File: src/rtl/div_unit.sv
// ---------------------------------------------------------------------------
// div_unit - iterative restoring divider for the RV32M execute stage.
// Executes DIV, DIVU, REM and REMU. One trial subtraction per cycle, MSB first.
//
// Ports:
//   clk      system clock, rising edge
//   rst      asynchronous active-high reset
//   start    request, accepted only while ready=1
//   op       funct3[1:0]: 00 DIV, 01 DIVU, 10 REM, 11 REMU
//   dividend rs1 value, sampled on acceptance
//   divisor  rs2 value, sampled on acceptance
//   flush    synchronous abort back to IDLE (beats ack and start)
//   ready    unit idle, start may be issued
//   result   quotient or remainder selected by op[1]
//   valid    result valid, held until ack
//   ack      consumer takes result (ignored while valid=0)
// ---------------------------------------------------------------------------
module div_unit #(
   parameter int unsigned XLEN = 32
) (
   input  logic            clk,
   input  logic            rst,
   input  logic            start,
   input  logic [1:0]      op,
   input  logic [XLEN-1:0] dividend,
   input  logic [XLEN-1:0] divisor,
   input  logic            flush,
   output logic            ready,
   output logic [XLEN-1:0] result,
   output logic            valid,
   input  logic            ack
);

   localparam int unsigned CW = $clog2(XLEN);

   typedef enum logic [1:0] {IDLE, CALC, FIX, DONE} state_t;

   state_t          state;
   logic            sel_rem;
   logic            q_neg;
   logic            r_neg;
   logic [CW-1:0]   cnt;
   logic [XLEN-1:0] quo;   // holds the dividend bits, shifted out as quotient bits shift in
   logic [XLEN-1:0] rem;
   logic [XLEN-1:0] dvs;

   logic            is_signed;
   logic            a_neg;
   logic            b_neg;
   logic [XLEN-1:0] a_mag;
   logic [XLEN-1:0] b_mag;
   logic            div_zero;
   logic            ovf;
   logic [XLEN:0]   rem_sh;
   logic            fits;
   logic [XLEN-1:0] diff;

   // Operand classification and magnitude conversion at acceptance
   always_comb begin
      is_signed = ~op[0];
      a_neg     = is_signed & dividend[XLEN-1];
      b_neg     = is_signed & divisor[XLEN-1];
      a_mag     = a_neg ? (~dividend + XLEN'(1)) : dividend;
      b_mag     = b_neg ? (~divisor + XLEN'(1)) : divisor;
      div_zero  = (divisor == '0);
      ovf       = is_signed & (dividend == {1'b1, {(XLEN-1){1'b0}}}) & (&divisor);
   end

   // One restoring step: shift in next dividend bit, trial-subtract divisor.
   // The remainder is always below the divisor, so the kept difference fits XLEN bits.
   always_comb begin
      rem_sh = {rem, quo[XLEN-1]};
      fits   = (rem_sh >= {1'b0, dvs});
      diff   = XLEN'(rem_sh - {1'b0, dvs});
   end

   // Control FSM and datapath registers
   always_ff @(posedge clk or posedge rst) begin
      if (rst) begin
         state   <= IDLE;
         ready   <= 1'b1;
         valid   <= 1'b0;
         result  <= '0;
         sel_rem <= 1'b0;
         q_neg   <= 1'b0;
         r_neg   <= 1'b0;
         cnt     <= '0;
         quo     <= '0;
         rem     <= '0;
         dvs     <= '0;
      end else if (flush) begin
         state <= IDLE;
         ready <= 1'b1;
         valid <= 1'b0;
      end else begin
         case (state)
            IDLE: begin
               if (start) begin
                  ready   <= 1'b0;
                  sel_rem <= op[1];
                  q_neg   <= 1'b0;
                  r_neg   <= 1'b0;
                  cnt     <= '0;
                  if (div_zero) begin
                     quo   <= '1;
                     rem   <= dividend;
                     state <= DONE;
                  end else if (ovf) begin
                     quo   <= dividend;
                     rem   <= '0;
                     state <= DONE;
                  end else begin
                     quo   <= a_mag;
                     rem   <= '0;
                     dvs   <= b_mag;
                     q_neg <= a_neg ^ b_neg;
                     r_neg <= a_neg;
                     state <= CALC;
                  end
               end
            end
            CALC: begin
               rem <= fits ? diff : rem_sh[XLEN-1:0];
               quo <= {quo[XLEN-2:0], fits};
               if (cnt == CW'(XLEN - 1)) begin
                  state <= FIX;
               end else begin
                  cnt <= cnt + CW'(1);
               end
            end
            FIX: begin
               if (q_neg) begin
                  quo <= ~quo + XLEN'(1);
               end
               if (r_neg && (rem != '0)) begin
                  rem <= ~rem + XLEN'(1);
               end
               state <= DONE;
            end
            DONE: begin
               // First DONE cycle registers the result; afterwards hold until ack
               if (valid) begin
                  if (ack) begin
                     valid <= 1'b0;
                     ready <= 1'b1;
                     state <= IDLE;
                  end
               end else begin
                  valid  <= 1'b1;
                  result <= sel_rem ? rem : quo;
               end
            end
            default: begin
               state <= IDLE;
               ready <= 1'b1;
               valid <= 1'b0;
            end
         endcase
      end
   end

endmodule

File: config.mk
export PLATFORM = sky130hd
export DESIGN_NAME = div_unit
export DESIGN_NICKNAME = d
export VERILOG_FILES = /design/src/rtl/div_unit.sv
export SDC_FILE = /design/constraint.sdc
export NUM_CORES = 1
export LEC_CHECK = 0
export ABC_AREA = 1
export CORE_MARGIN = 3
export CORE_UTILIZATION = 42
export DETAILED_ROUTE_END_ITERATION = 7
export PLACE_DENSITY = 0.71
export SYNTH_ARGS = -nofsm -noshare
export SYNTH_HDL_FRONTEND = slang
export SYNTH_SLANG_ARGS = --single-unit
File: constraint.sdc
create_clock -name clk -period 5.3 [get_ports clk]
set_input_delay 0.795 -clock clk [delete_from_list [all_inputs] [get_ports clk]]
set_output_delay 0.795 -clock clk [all_outputs]
set_load 0.05 [all_outputs]
==> flow_summary.toml <==
[outcome]
status = "complete, no violations"

[job]
cap_viol_max_count = 0

[clock_network]
cts_setup_buffers = 0
clock_sinks = 140
cts_buffer_depth = 2
ctsResizeCount = 0
cts_tree = "built"
clk-insertion-delay-late_ns = 0.45
cts.clk_slew.worst_paths_ns = 0.07
numCtsBuffers = 17
clock-root-buffer = "clkbuf_16"
cts_hold_buf = 0
ctsHtreeMaxLevel = 4

[timing]
rsz0062_at_grt = "false"
hold_violations = 0
min_period_ns = 3.63
fmax_mhz = 275
hold_slack_ns = 0.473
fin_ws_ns = 1.67
slew_viol_final = 0
tns_ns = 0
tightest_slew_ns = 1.04
clock_skew_ns = 0.0156
setup_viol = 0
min_period_over_period_pct = 68.6
slew-limit-headroom_pct = 30.3

[layout]
layout.nets = 2480
final_cell_mix = "688 x nand2_1, 350 x nor2_1, 289 x inv_1, 206 x nand3_1, 139 x dfrtp_1"
multi_input_area_um2 = 8670
syn_to_final_growth_pct = 14.2
layout-drive-gt1-share_pct = 5.13
diodes = 0
final_cells = 2812
ff_latch_area_um2 = 3500
final_util_pct = 49.2
final_area_um2 = 15600
final_common_cell = "nand2_1"
filler_cell_count = 3335

[critical_path]
end_kind = "flip-flop"
reg2reg_slack_ns = 1.67
critical_path_required_ns = 5.69
r2r-end = "rem[27]"
timing.rr.start = "rem[27]"
crit_path_start_kind = "flip-flop"
cp.arrival_ns = 4.03
r2r_cells = 16
crit_type = "flip-flop to flip-flop"
cp_max_fo = 36

[synth]
synth_cells = 2303
yosys_warnings = 0
synth-edff-count = 0
avgSynthCellArea_um2 = 5.94
syn_nets = 2419
ys_ff_latch = 140
synth_cell_type_count = 54
async_reset_ff_share_pct = 100
synth_flop_cell = "dfrtp_1"
synth-seq-area-share_pct = 25.6
syn-cell-area_um2 = 13700

[floorplan]
die_area_um2 = 34800
initial_utilization_pct = 43.0
pin_count = 105
fp.coreArea_um2 = 31800
fp.dieW_um = 187
core.rowCount = 65
die_y_um = 187

[pwr]
fin_total_pwr_mw = 10.2
ir_worst_vdd_uv = 385
static-leakage-power_nw = 7.70
power_density_nw_per_um2 = 650

[global_routing]
grt_pass1_vias = 14393
grt_overflow = 0
grt_max_degree = 65
track_usage_pct = 29.6
antenna_found_initial = 0
grt_pass1_wl_mm = 81.7

[drt]
firstDrtPassIters = 6
vias = 15748
viasPerCell = 5.60
ant_nets = 0
drtIter0Drc = 1847
route.detailed.drc = 0
post_drt_wl_per_cell_um = 18.8
wirelength_mm = 52.9

[place]
io_buffer_count = 104
placed_area_um2 = 15000
gp_congestion = 0.993
pre_cts_slack_ns = 1.30
dp_hpwl_mm = 41.0
dp.cells = 2780

[min_path]
whs_path_depth = 1
hold_path.class = "flip-flop to flip-flop"
hold_end = "cnt[3]"
worstHoldStart = "cnt[3]"
-- sequential cells by signal, summed over array words and instances, names as in the netlist --
register / count
valid: 1
rem: 32
quo: 32
q_neg: 1
ready: 1
sel_rem: 1
r_neg: 1
state: 2
dvs: 32
result: 32
cnt: 5
-- metal layers --
metal / part of all wire, % / track usage [%] / vias to the layer above
met5: 0 / 0 / -
met4: 2.0 / 7.30 / 0
met3: 7.9 / 5.62 / 83
met2: 44 / 46.6 / 702
met1: 46 / 42.2 / 7430
li1: - / - / 7533
-- logic make-up after synthesis --
group,Yosys count,synth area share [%]
AOI/OAI and AO/OA,306,13.1
adders and majority gates,45,4.17
xor gates and xnor gates,57,3.65
DFF,140,25.6
buffers and inverters,376,11.1
and+or+nand+nor,1379,42.4
-- Yosys cell counts, types with 2 or more instances --
cell type | count | share of area [%]
nand2_1 | 688 | 19
o21ai_2 | 30 | 1.9
a21oi_1 | 85 | 3.1
xnor2_1 | 15 | 0.96
o21a_1 | 2 | 0.11
and2_1 | 2 | 0.091
or2_2 | 5 | 0.23
buf_1 | 6 | 0.16
dfrtp_1 | 139 | 25
o211ai_1 | 10 | 0.55
a21o_1 | 2 | 0.11
buf_4 | 7 | 0.38
o21bai_1 | 5 | 0.27
o221ai_1 | 2 | 0.13
buf_2 | 10 | 0.37
o21ai_0 | 109 | 4.0
nand4_1 | 51 | 2.3
inv_2 | 6 | 0.16
nor4_1 | 9 | 0.41
nand3_1 | 206 | 7.5
ha_1 | 44 | 4.0
nand3b_1 | 5 | 0.27
buf_6 | 5 | 0.41
o31ai_1 | 5 | 0.27
nor2_2 | 5 | 0.23
nand2_2 | 14 | 0.64
clkbuf_1 | 50 | 1.4
inv_1 | 290 | 8.0
xor2_1 | 42 | 2.7
o22ai_1 | 5 | 0.23
o21ai_1 | 6 | 0.22
nor2_1 | 350 | 9.6
nor3_1 | 34 | 1.2
a31oi_1 | 39 | 1.8
-- critical path: stages, from the launching register on --
cell	delay (ns)
dfrtp_1	0.47
ha_1	0.45
nand2_1	0.25
nor2_1	0.16
nand2_1	0.07
nor2_1	0.18
nand3_1	0.15
nand3_1	0.12
nor2_1	0.05
buf_4	0.21
nand2_2	0.60
nand2_2	0.38
o21ai_0	0.17
nand2_1	0.08
nand2_1	0.10
nand2_1	0.06
nand2_1	0.05
-- how the worst max path moves through the flow --
| stage | startpoint | depth (start not counted) | slack, ns | end |
|---|---|---|---|---|
| floorplan | rst | 1 | 0.75 | cnt[0] |
| global placement | dividend[0] | 16 | 1.41 | dvs[24] |
| detailed placement | dividend[0] | 16 | 1.30 | dvs[24] |
| CTS | rem[6] | 16 | 1.72 | rem[27] |
| global route | rem[20] | 16 | 1.38 | rem[29] |
| finish | rem[27] | 16 | 1.67 | rem[27] |
-- cell type report --
| class | instances | area share [%] |
|---|---|---|
| inverter | 296 | 7.14 |
| clock buffer | 18 | 2.81 |
| clock inverter | 14 | 1.17 |
| timing repair buffer | 122 | 7.52 |
| tap | 435 | 3.48 |
| sequential | 140 | 22.4 |
| multi-input combinational | 1787 | 55.5 |
-- power by group --
part | internal, mW | total (mW) | switching [mW]
sequential | 1.54 | 2.18 | 0.637
clock | 0.763 | 1.31 | 0.550
combinational | 2.09 | 6.66 | 4.57
(Power assumes the default switching activity.)
